### config.mk
export PLATFORM = sky130hd
export DESIGN_NAME = fb_scan_arbiter
export DESIGN_NICKNAME = d
export VERILOG_FILES = /design/src/rtl/fb_pkg.sv /design/src/rtl/fb_wr_fifo.sv /design/src/rtl/fb_scan_arbiter.sv
export SDC_FILE = /design/constraint.sdc
export NUM_CORES = 1
export LEC_CHECK = 0
export BUFFER_PORTS_ARGS = -buffer_cell sky130_fd_sc_hd__buf_4
export CORE_AREA = 2 2 140 142
export DETAILED_ROUTE_END_ITERATION = 8
export DIE_AREA = 0 0 142 144
export PLACE_DENSITY_LB_ADDON = 0.15
export SYNTH_ARGS = -nofsm -noshare
export SYNTH_HDL_FRONTEND = slang
export SYNTH_SLANG_ARGS = --single-unit
### constraint.sdc
create_clock -name clock25mhz -period 2.3 [get_ports clock25mhz]
set_input_delay 0.115 -clock clock25mhz [delete_from_list [all_inputs] [get_ports clock25mhz]]
set_output_delay 0.115 -clock clock25mhz [all_outputs]
set_load 0.05 [all_outputs]
### src/rtl/fb_pkg.sv
// Shared geometry, palette defaults and types for the Game Boy framebuffer arbiter.
package fb_pkg;

    localparam int unsigned WIDTH  = 160;
    localparam int unsigned HEIGHT = 144;
    localparam int unsigned ADDR_W = 15;

    localparam logic [23:0] PAL0 = 24'hE0F8D0;
    localparam logic [23:0] PAL1 = 24'h88C070;
    localparam logic [23:0] PAL2 = 24'h346856;
    localparam logic [23:0] PAL3 = 24'h081820;

    typedef enum logic [1:0] {
        GNT_IDLE,
        GNT_RD,
        GNT_WR
    } grant_e;

    typedef struct packed {
        logic [ADDR_W-1:0] addr;
        logic [1:0]        shade;
    } wr_entry_t;

    // y*160 + x built from shifts; caller guarantees the coordinate is in range
    function automatic logic [ADDR_W-1:0] pix_addr(input logic [11:0] x, input logic [11:0] y);
        logic [19:0] sum;
        sum = ({8'd0, y} << 7) + ({8'd0, y} << 5) + {8'd0, x};
        return sum[ADDR_W-1:0];
    endfunction

endpackage

### src/rtl/fb_wr_fifo.sv
// Small synchronous FIFO buffering PPU pixel writes until the RAM port is free.
module fb_wr_fifo
    import fb_pkg::*;
#(
    parameter int unsigned DEPTH = 4
) (
    input  logic      clock25mhz,
    input  logic      resetn,
    input  logic      push,
    input  wr_entry_t push_data,
    input  logic      pop,
    output wr_entry_t head,
    output logic      full,
    output logic      empty
);

    localparam int unsigned PTR_W = $clog2(DEPTH);

    wr_entry_t        mem [DEPTH];
    logic [PTR_W-1:0] wr_ptr_q;
    logic [PTR_W-1:0] rd_ptr_q;
    logic [PTR_W:0]   count_q;
    logic             do_push;
    logic             do_pop;

    assign full    = (count_q == (PTR_W + 1)'(DEPTH));
    assign empty   = (count_q == '0);
    assign do_push = push && !full;
    assign do_pop  = pop && !empty;
    assign head    = mem[rd_ptr_q];

    // Pointers wrap naturally because DEPTH is a power of two
    always_ff @(posedge clock25mhz or negedge resetn) begin
        if (!resetn) begin
            wr_ptr_q <= '0;
            rd_ptr_q <= '0;
            count_q  <= '0;
        end else begin
            if (do_push) wr_ptr_q <= wr_ptr_q + 1'b1;
            if (do_pop)  rd_ptr_q <= rd_ptr_q + 1'b1;
            case ({do_push, do_pop})
                2'b10:   count_q <= count_q + 1'b1;
                2'b01:   count_q <= count_q - 1'b1;
                default: count_q <= count_q;
            endcase
        end
    end

    always_ff @(posedge clock25mhz) begin
        if (do_push) mem[wr_ptr_q] <= push_data;
    end

endmodule

### src/rtl/fb_scan_arbiter.sv
// Single-port framebuffer arbiter: scanout reads win, PPU writes drain from a FIFO
// in idle cycles, and read shades are mapped through the palette to RGB.
module fb_scan_arbiter #(
    parameter int unsigned FIFO_DEPTH = 4,
    parameter logic [23:0] PAL0       = fb_pkg::PAL0,
    parameter logic [23:0] PAL1       = fb_pkg::PAL1,
    parameter logic [23:0] PAL2       = fb_pkg::PAL2,
    parameter logic [23:0] PAL3       = fb_pkg::PAL3
) (
    input  logic                      clock25mhz,
    input  logic                      resetn,
    input  logic [11:0]               scan_x,
    input  logic [11:0]               scan_y,
    input  logic                      lcd_on,
    output logic [7:0]                rgb_r,
    output logic [7:0]                rgb_g,
    output logic [7:0]                rgb_b,
    input  logic                      wr_valid,
    output logic                      wr_ready,
    input  logic [7:0]                wr_x,
    input  logic [7:0]                wr_y,
    input  logic [1:0]                wr_shade,
    output logic [fb_pkg::ADDR_W-1:0] ram_addr,
    output logic                      ram_we,
    output logic [1:0]                ram_wdata,
    input  logic [1:0]                ram_rdata,
    output logic                      wr_drop,
    output logic                      scan_overrun
);

    import fb_pkg::*;

    logic [23:0] prev_xy_q;
    logic        scan_in_range;
    logic        scan_req;
    grant_e      grant;

    logic        wr_in_range;
    logic        fifo_push;
    logic        fifo_pop;
    logic        fifo_full;
    logic        fifo_empty;
    wr_entry_t   fifo_in;
    wr_entry_t   fifo_head;

    logic        rd_pend_q;
    logic        lcd_pend_q;
    logic        pix_valid_q;
    logic        lcd_q;
    logic [1:0]  shade_q;
    logic [23:0] rgb;
    logic        wr_drop_q;
    logic        scan_overrun_q;

    // A read is requested only when the timing generator moves to a new visible pixel
    assign scan_in_range = (32'(scan_x) < WIDTH) && (32'(scan_y) < HEIGHT);
    assign scan_req      = resetn && scan_in_range && ({scan_x, scan_y} != prev_xy_q);

    assign wr_ready    = resetn && !fifo_full;
    assign wr_in_range = (32'(wr_x) < WIDTH) && (32'(wr_y) < HEIGHT);
    assign fifo_push   = wr_valid && wr_ready && wr_in_range;
    assign fifo_in     = '{addr: pix_addr(12'(wr_x), 12'(wr_y)), shade: wr_shade};

    fb_wr_fifo #(
        .DEPTH (FIFO_DEPTH)
    ) u_wr_fifo (
        .clock25mhz (clock25mhz),
        .resetn     (resetn),
        .push       (fifo_push),
        .push_data  (fifo_in),
        .pop        (fifo_pop),
        .head       (fifo_head),
        .full       (fifo_full),
        .empty      (fifo_empty)
    );

    always_comb begin
        grant = GNT_IDLE;
        if (scan_req) begin
            grant = GNT_RD;
        end else if (!fifo_empty) begin
            grant = GNT_WR;
        end
    end

    always_comb begin
        ram_addr  = '0;
        ram_we    = 1'b0;
        ram_wdata = 2'd0;
        fifo_pop  = 1'b0;
        case (grant)
            GNT_RD: begin
                ram_addr = pix_addr(scan_x, scan_y);
            end
            GNT_WR: begin
                ram_addr  = fifo_head.addr;
                ram_wdata = fifo_head.shade;
                ram_we    = 1'b1;
                fifo_pop  = 1'b1;
            end
            default: ;
        endcase
    end

    always_ff @(posedge clock25mhz or negedge resetn) begin
        if (!resetn) begin
            prev_xy_q      <= '1;
            rd_pend_q      <= 1'b0;
            lcd_pend_q     <= 1'b0;
            pix_valid_q    <= 1'b0;
            lcd_q          <= 1'b0;
            shade_q        <= 2'd0;
            wr_drop_q      <= 1'b0;
            scan_overrun_q <= 1'b0;
        end else begin
            prev_xy_q  <= {scan_x, scan_y};
            rd_pend_q  <= scan_req;
            lcd_pend_q <= lcd_on;
            if (rd_pend_q) begin
                pix_valid_q <= 1'b1;
                shade_q     <= ram_rdata;
                lcd_q       <= lcd_pend_q;
            end
            if (wr_valid && wr_ready && !wr_in_range) wr_drop_q <= 1'b1;
            if (scan_req && rd_pend_q) scan_overrun_q <= 1'b1;
        end
    end

    // Palette lookup sits after the shade register so RGB lands two cycles after issue
    always_comb begin
        rgb = 24'h0;
        if (pix_valid_q) begin
            if (!lcd_q) begin
                rgb = PAL0;
            end else begin
                case (shade_q)
                    2'd0:    rgb = PAL0;
                    2'd1:    rgb = PAL1;
                    2'd2:    rgb = PAL2;
                    default: rgb = PAL3;
                endcase
            end
        end
    end

    assign {rgb_r, rgb_g, rgb_b} = rgb;
    assign wr_drop      = wr_drop_q;
    assign scan_overrun = scan_overrun_q;

endmodule

==> impl.org, run 1 <==
** Global routing
- Summed over all layers, the global routing overflow is 0.
- The number of global-route vias before repair was 3670.
- Overall track demand over capacity in global routing :: 12.8%
- Entering global routing, the biggest net connects 24 pins.
- First-pass GRT wire length :: 19600 um
- The initial antenna violation count is 0.

** Yosys
- The most common cell in the synthesized netlist is edfxtp_1.
- FFs w/ async S/R, synth :: 36.4%
- Area share of xor/xnor cells in the synthesized design :: 7.26%
- Counting flops and latches in the post-synthesis netlist gives 107.
- Post-Synthesis Cells :: 398
- Measured against the total synthesized area, the mux share comes to 10.0%.
- Yosys attributes the largest share of cell area to edfxtp_1 (37%), dfstp_2 (11%), ha_1 (8.3%), mux4_2 (6.9%), dfrtp_1 (6.8%).
- edfxtp_1 takes more of the synthesized area than any other cell.
- The share of synthesized area in the top cell type comes to 36.8%.
- The synthesized netlist devotes 6.96% of its cell area to simple gates.
- Share of the yosys chip area belonging to registers :: 54.9%
- Synth cell count leaders :: edfxtp_1 (68), ha_1 (37), xnor2_1 (37)
- A synthesized cell averages 14.0 um2.
- Prevailing post-synth register cell :: edfxtp_1
- Number of synthesized flops with an enable pin :: 68
- Synthesized-area fraction occupied by ao, oa, aoi and oai cells :: 4.33%
- Total number of yosys warnings :: 0
- After synthesis, the largest family of logic cells by area is adder cells.
- Cell area after synthesis :: 0.00555 mm2
- Post-Synth Adder-Cell Area :: 11.6%
- Count of cell types in the netlist :: 49

** Timing
- The tightest hold path in the finished design has a slack of 0.0179 ns.
- The smallest clock period supported by the final layout is computed as 2.48 ns.
- The final max-slew violation count came to 0.
- Total setup violations reported at the end of the flow :: 18
- The clock arrives with 0.00829 ns of skew.
- Final clock period utilization by the worst path :: 108%
- Final setup slack of the worst path :: -0.182 ns
- Final Hold Vio Count :: 0
- Setup repair after global routing could not meet its margin everywhere.
- For this run, the top clock speed supported by timing is 403 MHz.

** Clock network
- In this run the clock root is driven by a clkbuf_16.
- After clock tree synthesis, the clock-pin slew on the worst setup and hold paths is 0.07 ns.
- Clock tree from TritonCTS :: yes
- The clock reaches the later pin of the worst-skew pair after 0.35 ns.
- The longest clock path from root to sink contains 2 buffers.
- Number of buffers created by CTS :: 9
- Clock Sinks :: 107
- Deepest level of the CTS H-tree :: 3

** Worst setup path
- Along the worst path, the maximum fanout reaches 4.
- Crit path kind :: reg -> out
- Critical path capture point type :: output pin
- Endpoint required time on the critical path :: 2.18 ns
- The worst setup path is launched from a register.
- At the worst endpoint, the arrival time is 2.37 ns.

** Detailed routing
- After detailed routing, the total wire length is 12500 um.
- The detail route stage leaves a number of antenna-violating nets equal to 0.
- Post-detailed-route wirelength per cell :: 15.7 um
- In this run, the number of DRC markers left after iteration 0 of detailed routing was 126.
- Total number of vias :: 3532
- Detailed Routing Iterations Pass 1 :: 4
- Detailed-route vias per instance :: 4.45
- Drt drc :: 0

** Finish
- The layout has 1830 filler cells.
- Relative to the synthesized area, the layout overhead comes to 38.0%.
- 0 antenna diodes ended up in the layout.
- In the final layout, the share of cells above drive strength 1 is 40.5%.
- At the end of the flow, the number of nets in the layout was 645.

** Run status
- The final reports fail on setup timing.
- The flow ran to the end, but the final reports show violations.

** Die
- Pin placement for this block handled 93 I/O pins.
- For this configuration, the core starts out at a cell density of 29.1%.
- Width of the die :: 142 um
- The total area inside the core boundary comes to 0.0191 mm2.
- Die Y :: 144 um
- After floorplanning, the core was divided into 51 placement rows.
- Die footprint :: 0.0204 mm2

** Min path
- Type of the tightest min-delay check :: in -> reg

** Power and ir drop
- Pwr per Cell Area :: 960 mW/mm2
- The design draws 7.36 mW.
- Leakage power summed over all cells :: 3.13 nW
- Peak supply drop :: 0.000364 V

** Placement
- Routability-driven placement finished with a final weighted congestion of 0.791.
- The HPWL after detailed placement is 9110 um.
- The count of buffers added on input and output ports is 85.
- Worst slack after detailed placement :: -0.219 ns

** Job
- Max-cap violations in this run came to 0.
## state kept, by name (all words and copies together) (netlist names)
name	flops
u_wr_fifo.count_q	3
prev_xy_q	24
scan_overrun	1
u_wr_fifo.mem	68
rd_pend_q	1
wr_drop	1
shade_q	2
lcd_pend_q	1
u_wr_fifo.rd_ptr_q	2
lcd_q	1
u_wr_fifo.wr_ptr_q	2
pix_valid_q	1
## worst max-delay path: stages (launching register included)
cell and delay, ns:
dfstp_2 0.54, xnor2_2 0.11, nand4_1 0.16, nor4_4 0.37
nand2_1 0.09, nand4_1 0.16, buf_12 0.15, mux2i_4 0.24
buf_6 0.18
## cell families (layout without fill, tap and decap cells)
| logic type | count (synthesis) | after routing |
|---|---|---|
| and+or+nand+nor | 76 | 76 |
| muxes | 34 | 34 |
| xor gates and xnor gates | 46 | 46 |
| buffers and inverters | 54 | 206 |
| AOI/OAI and AO/OA | 34 | 34 |
| other | 1 | 7 |
| DFF | 107 | 107 |
| adders and majority gates | 46 | 46 |
## final timing paths
path	start	end	slack (ns)	cells after the start
max in group asynchronous	resetn	u_wr_fifo.wr_ptr_q[0]$_DFFE_PN0P_	1.22	4
min reg2reg	lcd_pend_q$_DFF_PN0_	lcd_q$_DFFE_PN0P_	0.48	1
max	prev_xy_q[0]$_DFF_PN1_	ram_addr[13]	-0.18	8
min in group asynchronous	resetn	prev_xy_q[17]$_DFF_PN1_	0.17	3
min	scan_x[9]	prev_xy_q[21]$_DFF_PN1_	0.02	2
max reg2reg	prev_xy_q[0]$_DFF_PN1_	u_wr_fifo.count_q[1]$_DFFE_PN0P_	-0.16	8
## area by class of cell
cell class,instances,area (um2),share of cell area [%]
Sequential cell,107,3050,39.8
Multi-Input combinational cell,243,2520,32.9
Timing Repair Buffer,159,1380,18.1
Tap cell,238,298,3.89
Clock buffer,9,225,2.94
Inverter,31,116,1.52
Clock inverter,7,68.8,0.898
## stage by stage
stage               setup TNS, ns  cell area (um2)  utilization, %  cells
floorplan                  -0.421             5690               -    404
global placement            -1.57             6790            35.6    745
detailed placement          -1.58             6790            35.6    745
CTS                         -2.98             7560            39.6    792
global route                -4.15             7660            40.2    794
finish                      -1.88             7660            40.2    794
## report_power, final
part | total, mW | internal, mW | switching [mW]
Combinational | 3.50 | 1.53 | 1.97
Clock | 1.52 | 0.763 | 0.753
Sequential | 2.34 | 2.26 | 0.0822
## metal layers
metal  wire, um  vias up  track usage (%)  share of wire [%]
met1       5580     1732             16.1                 45
met3        504       11             3.18                4.0
li1           -     1702                -                  -
met5          0        -                0                  0
met4        139        0             3.00                1.1
met2       6230       87             22.1                 50
## layout by cell type (no fill, tap or decap), types with 3 or more instances in the layout
| cell type | n |
|---|---|
| clkbuf_16 | 10 |
| buf_4 | 110 |
| conb_1 | 7 |
| buf_6 | 14 |
| xnor2_2 | 3 |
| edfxtp_1 | 68 |
| buf_8 | 3 |
| o21ai_0 | 5 |
| mux4_2 | 17 |
| nand4_1 | 8 |
| nor2_1 | 15 |
| fa_1 | 7 |
| mux2i_4 | 13 |
| and2_1 | 5 |
| dlygate4sd3_1 | 29 |
| a21oi_1 | 6 |
| xnor2_1 | 34 |
| nand2_1 | 25 |
| dfstp_2 | 24 |
| a21o_1 | 3 |
| dfrtp_1 | 15 |
| ha_1 | 35 |
| inv_1 | 29 |
| nor2b_1 | 4 |
| xor2_1 | 9 |
| nor3_1 | 5 |
## what timing repair did
item,CTS,global route
setup endpoints to repair,19,20
gates resized for setup,33,14
gates cloned,0,1
pin swaps,4,8
endpoints found under the hold margin,58,0
buffers inserted,2,1
hold buffers,29,0
(Power assumes the default switching activity.)
==> run 2, diff against run 1 <==
clock period = 2.18 ns   (was 2.3 ns; I/O delays follow)
==> impl.org, run 2 (synthesis results as in run 1) <==
** Global routing
- Number of global-route vias before repair :: 3791 (was 3670)
- The global-route usage over all layers was 12.9% (was 12.8%).
- Global route overflow :: 0 (unchanged)
- The first-pass GRT wire length came to 19900 um (was 19600 um).
- The initial antenna violation count was 0 (unchanged).
- The maximum number of pins on one net before global-route repair is 24 (unchanged).

** Detailed routing
- The final routed wire length divided by cell count is 15.4 um (was 15.7 um).
- Total wire length :: 12400 um (was 12500 um)
- The ratio of routed vias to standard cells came to 4.38 (was 4.45).
- The total number of vias was 3530 (was 3532).
- The violation count after the first detailed-route iteration was 117 (was 126).
- Detailed Routing Iterations Pass 1 :: 6 (was 4)
- The number of nets with antenna violations after routing was 0 (unchanged).
- Drt drc :: 0 (unchanged)

** Worst setup path
- The worst flop-to-flop path startpoint is prev_xy_q[12]$_DFF_PN1_ (was prev_xy_q[0]$_DFF_PN1_).
- The highest fanout seen on the critical path was 2 (was 4).
- Reg-to-reg endpoint :: u_wr_fifo.count_q[1]$_DFFE_PN0P_ (unchanged)
- The required time of the worst setup path is 2.41 ns (was 2.18 ns).
- The data arrival time of the critical path is 2.76 ns (was 2.37 ns).
- R2R setup slack :: -0.34 ns (was -0.16 ns)
- CP Launch Type :: register (unchanged)
- Crit-path cells :: xnor2_2 > nand4_1 > nor4_4 > buf_4 > a21oi_4 > nor2b_4 > ha_4 > fa_1 > mux2_4 (was xnor2_2 > nand4_1 > nor4_4 > nand2_1 > nand4_1 > buf_12 > mux2i_4 > buf_6)
- Depth of the most critical reg-to-reg path :: 9 (was 8)
- Crit path kind :: reg -> reg (was reg -> out)
- Start point of the critical path :: prev_xy_q[12]$_DFF_PN1_ (was prev_xy_q[0]$_DFF_PN1_)
- Delay of the slowest cell on the worst path :: 0.54 ns (about the same)
- The slowest library cell on the worst path is dfstp_2 (unchanged).
- The worst setup path endpoint was u_wr_fifo.count_q[1]$_DFFE_PN0P_ (was ram_addr[13]).
- Critical path capture point type :: register (was output pin)

** Timing
- Final Hold Vio Count :: 0 (unchanged)
- Derived from the worst setup path, the maximum achievable clock frequency is 396 MHz.
- The number of setup violations in the final report came to 20 (was 18).
- The final clock skew came to 0.00409 ns (was 0.00829 ns).
- Unrepaired setup endpoints after global routing: yes (unchanged).
- The final max-slew violation count was 0 (unchanged).
- The final critical path takes up 116% of the cycle.
- Post-route worst hold slack :: 0.0123 ns (was 0.0179 ns)
- After layout, the minimum clock period comes to 2.52 ns.
- The final worst-path setup slack came to -0.344 ns (was -0.182 ns).

** Die
- Die Y :: 144 um (unchanged)
- Initial cell density of the core :: 29.1% (unchanged)
- The number of top-level pins is 93 (unchanged).
- The horizontal die dimension was 142 um (unchanged).
- Number of placement rows :: 51 (unchanged)
- The total core area is 0.0191 mm2 (unchanged).
- The die footprint was 0.0204 mm2 (unchanged).

** Power and ir drop
- The total net switching power came to 2.93 mW (was 2.80 mW).
- The power per unit of standard cell area came to 1030 mW/mm2 (was 960 mW/mm2).
- Peak supply drop :: 0.000319 V (was 0.000364 V)
- The static leakage is 3.24 nW (was 3.13 nW).
- The total internal power came to 5.15 mW (was 4.55 mW).
- Overall power consumption :: 8.08 mW (was 7.36 mW)
- Proportion of power drawn by the clock network :: 22.1% (was 20.6%)
- The power share of the sequential group is 30.5% (was 31.8%).
- The part of the total power dissipated in combinational logic was 47.4% (was 47.6%).
- Switching share of total power :: 36.3% (was 38.1%)

** Min path
- The path category of the worst min-delay check is in -> reg (unchanged).

** Finish
- Fraction of the core area covered by cells at the end of the flow :: 41.1% (was 40.2%)
- The register with the most flip-flops is u_wr_fifo.mem (unchanged).
- Largest registers ranked by flip-flop count: u_wr_fifo.mem: 68 flops, prev_xy_q: 24 flops, u_wr_fifo.count_q: 3 flops (unchanged).
- Post-layout net count :: 657 (was 645)
- The leading cell type in the layout, fill and taps excluded was buf_4 (unchanged).
- Leading cell types in the layout, fill and taps excluded :: buf_4 (118), edfxtp_1 (68), ha_1 (36) (was buf_4 (110), edfxtp_1 (68), ha_1 (35))
- The area of all placed cells without fillers was 0.00784 mm2 (was 0.00766 mm2).
- Final antenna diode count :: 0 (unchanged)
- The fraction of layout instances using a drive strength above 1 was 41.7% (was 40.5%).
- The post-synthesis to final-layout area growth is 41.1% (was 38.0%).
- Max reg flops :: 68 (unchanged)
- Filler cells :: 1826 (was 1830)
- Number of standard cells in the layout, taps in and fillers out :: 806 (was 794)

** Placement
- The number of buffers added on ports was 85 (unchanged).
- The placed wire-length estimate is 9100 um (was 9110 um).
- The number of placed instances with taps included came to 757 (was 745).
- Routability cong. :: 0.748 (was 0.791)
- Post-detailed-placement cell area :: 0.00698 mm2 (was 0.00679 mm2)

** Job
- The total of max-cap violations came to 0 (unchanged).

** Clock network
- The maximum buffer depth of the clock tree was 2 (unchanged).
- Clock transition at the register clock pins on the worst setup and hold paths after CTS :: 0.07 ns (about the same)
- Clock Sinks :: 107 (unchanged)
- The CTS tree is yes (unchanged).
- Deepest level of the CTS H-tree :: 3 (unchanged)
- Root cell of the clock tree :: clkbuf_16 (unchanged)
- The number of buffers created by CTS is 9 (unchanged).
- Insertion delay of the later-clocked pin in the worst-skew pair :: 0.35 ns (about the same)

** Run status
- Status :: finished, violations left (unchanged)
- Failing checks :: setup timing (unchanged)
## run 2: changes by cell type in the layout (fill, tap and decap cells not counted), sizes merged
cell / previous run / this run
inv: 34 / 33
clkbuf: 10 / 11
buf: 129 / 144
clkinv: 3 / 1
bufinv: 0 / 2
dlygate4sd3: 29 / 27
clkinvlp: 1 / 0
## run 2: worst min-delay path by stage
stage	startpoint	endpoint	slack [ns]	depth (start not counted)
after floorplan	resetn	lcd_pend_q$_DFF_PN0_	-0.19	0
after global placement	resetn	pix_valid_q$_DFFE_PN0P_	0.1	2
after detailed placement	resetn	pix_valid_q$_DFFE_PN0P_	0.1	2
after CTS	scan_x[9]	prev_xy_q[21]$_DFF_PN1_	0.003	2
after global routing	scan_x[9]	prev_xy_q[21]$_DFF_PN1_	0.01	2
final	scan_x[9]	prev_xy_q[21]$_DFF_PN1_	0.01	2
## run 2: per-stage QoR
step                      worst slack [ns]  TNS, ns
after floorplan                     -0.421   -0.729
after global placement              -0.363    -4.35
after detailed placement            -0.364    -4.67
after CTS                           -0.397    -5.89
after global routing                -0.430    -7.38
final                               -0.344    -5.52
## run 2: worst max-delay path, delay by kind of cell, from the launching register on
family	cells	cell delay, ns
and+or+nand+nor	3	0.70
DFF	1	0.54
muxes	1	0.27
adders and majority gates	2	0.55
AOI/OAI and AO/OA	1	0.08
buffers and inverters	1	0.17
xor gates and xnor gates	1	0.11
## run 2: power by group through the flow
stage / sequential, mW / combinational (mW) / clock (mW)
2_1_floorplan: 2.49 / 2.36 / 0
3_3_place_gp: 2.50 / 3.40 / 0
3_5_place_dp: 2.51 / 3.43 / 0
4_1_cts: 2.46 / 3.83 / 1.84
5_1_grt: 2.48 / 4.11 / 1.91
6_report: 2.46 / 3.83 / 1.79
## run 2: final cells by class
cell class,instances,area [um2],area share [%]
Clock inverter,5,82.6,1.05
Sequential cell,107,3050,38.9
Clock buffer,11,243,3.10
Tap cell,238,298,3.80
Timing Repair Buffer,171,1520,19.4
Multi-Input combinational cell,243,2520,32.2
Inverter,31,124,1.58
## run 2: timing repair
item | in CTS | in global routing
endpoints found under the hold margin | 56 | 0
endpoints found under the setup margin | 20 | 20
buffers inserted | 2 | 4
hold buffers | 27 | 0
pin swaps | 7 | 12
resized for setup | 36 | 9
## run 2: per-layer routing
layer	GRT usage [%]	part of all wire (%)	vias up
li1	-	-	1718
met1	16.3	45	1730
met2	22.3	50	72
met3	1.99	4.1	10
met4	5.05	1.6	0
met5	0	0	-
==> run 3, diff against run 2 <==
SYNTH_HIERARCHICAL = 1   (was default)
TNS_END_PERCENT = 20   (was default)
==> impl.org, run 3 <==
** Yosys
- The share of flip-flops with an asynchronous set or reset after synthesis was 36.4% (unchanged).
- The library cell with the largest summed area after synthesis is edfxtp_1 (unchanged).
- The dominant synthesized flop cell is edfxtp_1 (unchanged).
- Share of the synthesized area in the top cell type :: 36.4% (was 36.8%)
- Leading cell type by number of instances after synthesis :: edfxtp_1 (unchanged)
- Number of synthesized flops with an enable pin :: 68 (unchanged)
- Leading cell types by total area after synthesis: edfxtp_1 (36%), dfstp_2 (11%), ha_1 (8.3%), dfrtp_1 (6.7%), xor2_1 (4.7%) (was edfxtp_1 (37%), dfstp_2 (11%), ha_1 (8.3%), mux4_2 (6.9%), dfrtp_1 (6.8%)).
- The sequential cell area fraction in the yosys report is 54.3% (was 54.9%).
- The flop and latch count out of synthesis came to 107 (unchanged).
- The instance count of the mapped netlist came to 400 (was 398).
- Synth cell count leaders: edfxtp_1 (68), ha_1 (37), xor2_1 (30) (was edfxtp_1 (68), ha_1 (37), xnor2_1 (37)).
- The number of distinct standard cells referenced by the synthesized netlist was 46 (was 49).
- Cell area after synthesis :: 0.00561 mm2 (was 0.00555 mm2)
- Syn avg cell area :: 14.0 um2 (about the same)
- The synthesis warning total was 6 (was 0).

** Min path
- Number of cells on the worst hold path :: 2 (unchanged)
- The startpoint of the worst hold path is scan_x[9] (unchanged).
- Terminating pin of the worst hold path :: prev_xy_q[21]$_DFF_PN1_ (unchanged)
- The path category of the worst min-delay check was in -> reg (unchanged).

** Placement
- Routability cong. :: 0.726 (was 0.748)
- The placed wire-length estimate is 9030 um (was 9100 um).
- The number of placed instances with taps included came to 770 (was 757).
- The number of buffers added on ports is 85 (unchanged).

** Finish
- Max reg flops :: 68 (unchanged)
- Most common cell after layout, fill and taps aside :: buf_4 (unchanged)
- Fraction of final layout cells sized beyond drive strength 1 :: 40.1% (was 41.7%)
- Largest registers ranked by flip-flop count :: u_wr_fifo/mem: 68 flops, prev_xy_q: 24 flops, u_wr_fifo/count_q: 3 flops (was u_wr_fifo.mem: 68 flops, prev_xy_q: 24 flops, u_wr_fifo.count_q: 3 flops)
- Largest register by flop count :: u_wr_fifo/mem (was u_wr_fifo.mem)
- Filler cells :: 1809 (was 1826)
- Final antenna diode count :: 0 (unchanged)
- Fraction of the core area covered by cells at the end of the flow :: 40.4% (was 41.1%)
- Synth-to-layout area growth :: 37.3% (was 41.1%)
- Leading cell types in the layout, fill and taps excluded: buf_4 (140), edfxtp_1 (68), ha_1 (36) (was buf_4 (118), edfxtp_1 (68), ha_1 (36)).
- The number of nets in the finished design is 672 (was 657).
- The final cell count without fillers was 821 (was 806).

** Clock network
- Deepest level of the CTS H-tree :: 3 (unchanged)
- The number of buffers created by CTS is 9 (unchanged).
- Insertion delay of the later-clocked pin in the worst-skew pair :: 0.36 ns (was 0.35 ns)
- Maximum number of buffers from clock root to sink :: 2 (unchanged)
- Clock Sinks :: 107 (unchanged)
- Clock tree from TritonCTS :: yes (unchanged)
- Root cell of the clock tree :: clkbuf_16 (unchanged)
- Clock transition at the register clock pins on the worst setup and hold paths after CTS :: 0.08 ns (was 0.07 ns)

** Die
- The starting density of the core was 29.4% (was 29.1%).
- Width of the die :: 142 um (unchanged)
- The number of top-level pins is 93 (unchanged).
- Die footprint :: 0.0204 mm2 (unchanged)
- Number of placement rows :: 51 (unchanged)
- Die Y :: 144 um (unchanged)
- The total core area came to 0.0191 mm2 (unchanged).

** Power and ir drop
- The power per unit of standard cell area came to 1010 mW/mm2 (was 1030 mW/mm2).
- The static leakage is 3.27 nW (was 3.24 nW).
- Peak supply drop :: 0.000465 V (was 0.000319 V)
- Overall power consumption :: 7.78 mW (was 8.08 mW)

** Run status
- Status: finished, violations left (unchanged).
- Failing checks :: setup timing (unchanged)

** Detailed routing
- Drt drc :: 0 (unchanged)
- Total wire length :: 12400 um (about the same)
- The total iterations of the first detailed-routing run is 6 (unchanged).
- The number of nets with antenna violations after routing came to 0 (unchanged).
- Total number of vias :: 3606 (was 3530)
- The ratio of routed vias to standard cells came to 4.39 (was 4.38).
- Post-detailed-route wirelength per cell :: 15.1 um (was 15.4 um)
- Starting DRT DRC Count :: 227 (was 117)

** Timing
- The final clock skew was 0.00996 ns (was 0.00409 ns).
- Actual transition at the worst max-transition pin :: 0.524 ns
- Headroom to the max-slew limit came out at 65.1%.
- The number of setup violations in the final report was 21 (was 20).
- Unrepaired setup endpoints after global routing :: yes (unchanged)
- The final period utilization was 122% (was 116%).
- The timing-limited maximum frequency was 375 MHz (was 396 MHz).
- The final-report hold violation count is 0 (unchanged).
- The final max-slew violation count was 0 (unchanged).
- Minimum clock period after layout :: 2.67 ns (was 2.52 ns)
- The final worst-path setup slack was -0.488 ns (was -0.344 ns).

** Worst setup path
- Critical-path maximum fanout :: 2 (unchanged)
- Slowest-stage cell, CP :: dfstp_2 (unchanged)
- Crit path kind :: reg -> reg (unchanged)
- The peak per-stage delay on the critical path came to 0.53 ns (was 0.54 ns).
- The nature of the critical path startpoint is a register (unchanged).
- The endpoint kind of the worst setup timing path was a register (unchanged).
- Crit-path cells: xor2_1 > nor4_1 > nand2_1 > o31a_1 > nor2_4 > o31a_1 > ha_4 > inv_2 > fa_2 > xor2_1 > nor2_1 > xor2_1 (was xnor2_2 > nand4_1 > nor4_4 > buf_4 > a21oi_4 > nor2b_4 > ha_4 > fa_1 > mux2_4).
- The worst flop-to-flop path startpoint is prev_xy_q[19]$_DFF_PN1_ (was prev_xy_q[12]$_DFF_PN1_).
- R2R setup slack :: -0.49 ns (was -0.34 ns)
- The start point of the critical path is prev_xy_q[19]$_DFF_PN1_ (was prev_xy_q[12]$_DFF_PN1_).
- The cell depth of the worst flop-to-flop path is 12 (was 9).
- The data arrival time of the critical path is 2.95 ns (was 2.76 ns).
- The capture instance of the worst register-to-register path was u_wr_fifo/count_q[2]$_DFFE_PN0P_ (was u_wr_fifo.count_q[1]$_DFFE_PN0P_).
- Cell occurring most often along the worst timing path :: xor2_1
- The required time of the worst setup path is 2.46 ns (was 2.41 ns).

** Job
- Number of max-capacitance violations reported :: 0 (unchanged)

** Global routing
- The overflow left after global routing came to 0 (unchanged).
- The number of global-route vias before repair came to 3607 (was 3791).
- Overall track demand over capacity in global routing :: 12.6% (was 12.9%)
- Pin count of the biggest net entering global routing :: 40 (was 24)
- The first-pass GRT wire length came to 19300 um (was 19900 um).
- The initial antenna violation count was 0 (unchanged).
==> run 3: cells by family after synthesis <==
kind of cell,Yosys count,synth area share [%]
other,1,0.0669
adder cells (fa/ha/maj),46,11.5
XOR/XNOR,46,7.18
multiplexers,21,8.19
AND/OR/NAND/NOR,81,7.96
buffers and inverters,46,4.80
flip-flops,107,54.3
AO/OA/AOI/OAI,52,6.00
==> run 3: metal layers <==
metal	GRT usage, %	vias to the layer above	wire, um	share of wire (%)
met5	0	-	0	0
met4	5.05	0	202	1.6
met3	1.92	12	350	2.8
met2	21.1	69	6140	50
met1	16.3	1744	5700	46
li1	-	1781	-	-
==> run 3: cell type report <==
type                            instances  area, um2  share of cell area [%]
Sequential cell                       107       3050                    39.6
Multi-Input combinational cell        253       2420                    31.4
Timing Repair Buffer                  185       1560                    20.3
Tap cell                              238        298                    3.87
Clock buffer                            9        225                    2.92
Inverter                               22       82.6                    1.07
Clock inverter                          7       72.6                   0.942
==> run 3: how the worst max path moves through the flow <==
stage               cells after the start                                to  slack, ns
floorplan                              12  u_wr_fifo/count_q[2]$_DFFE_PN0P_      -0.69
global placement                       12  u_wr_fifo/count_q[2]$_DFFE_PN0P_      -0.49
detailed placement                     12  u_wr_fifo/count_q[2]$_DFFE_PN0P_      -0.52
CTS                                    12  u_wr_fifo/count_q[2]$_DFFE_PN0P_      -0.52
global route                           12  u_wr_fifo/count_q[2]$_DFFE_PN0P_      -0.61
finish                                 12  u_wr_fifo/count_q[2]$_DFFE_PN0P_      -0.49
==> run 3: report_power, final <==
group / total [mW] / switching [mW] / internal, mW
combinational: 3.67 / 2.04 / 1.63
clock: 1.64 / 0.822 / 0.815
sequential: 2.47 / 0.0815 / 2.39
total: 7.78 / 2.94 / 4.83
==> run 3: critical path, delay by kind of cell, from the launching register on <==
| kind | cells | cell delay [ns] |
|---|---|---|
| adders and majority gates | 2 | 0.48 |
| AOI/OAI and AO/OA | 2 | 0.53 |
| and+or+nand+nor | 4 | 0.70 |
| DFF | 1 | 0.53 |
| xor gates and xnor gates | 3 | 0.34 |
| buffers and inverters | 1 | 0.03 |
==> run 3: timing repair <==
action	in CTS	in global routing
setup buffers	3	0
pin swaps	8	5
endpoints found under the setup margin	33	35
endpoints found under the hold margin	67	0
gates cloned	0	0
resized for setup	29	8
hold buffers	32	0
==> run 3: per-stage QoR <==
stage | worst slack, ns | hold slack (ns) | TNS (ns) | instance area (um2)
5_1_grt | -0.606 | 0.00861 | -10.09 | 7700
2_1_floorplan | -0.691 | -0.187 | -18.30 | 5660
3_3_place_gp | -0.491 | 0.223 | -8.51 | 6950
3_5_place_dp | -0.521 | 0.221 | -8.53 | 6950
4_1_cts | -0.523 | 0.00378 | -8.34 | 7670
6_report | -0.488 | 0.0206 | -7.06 | 7700
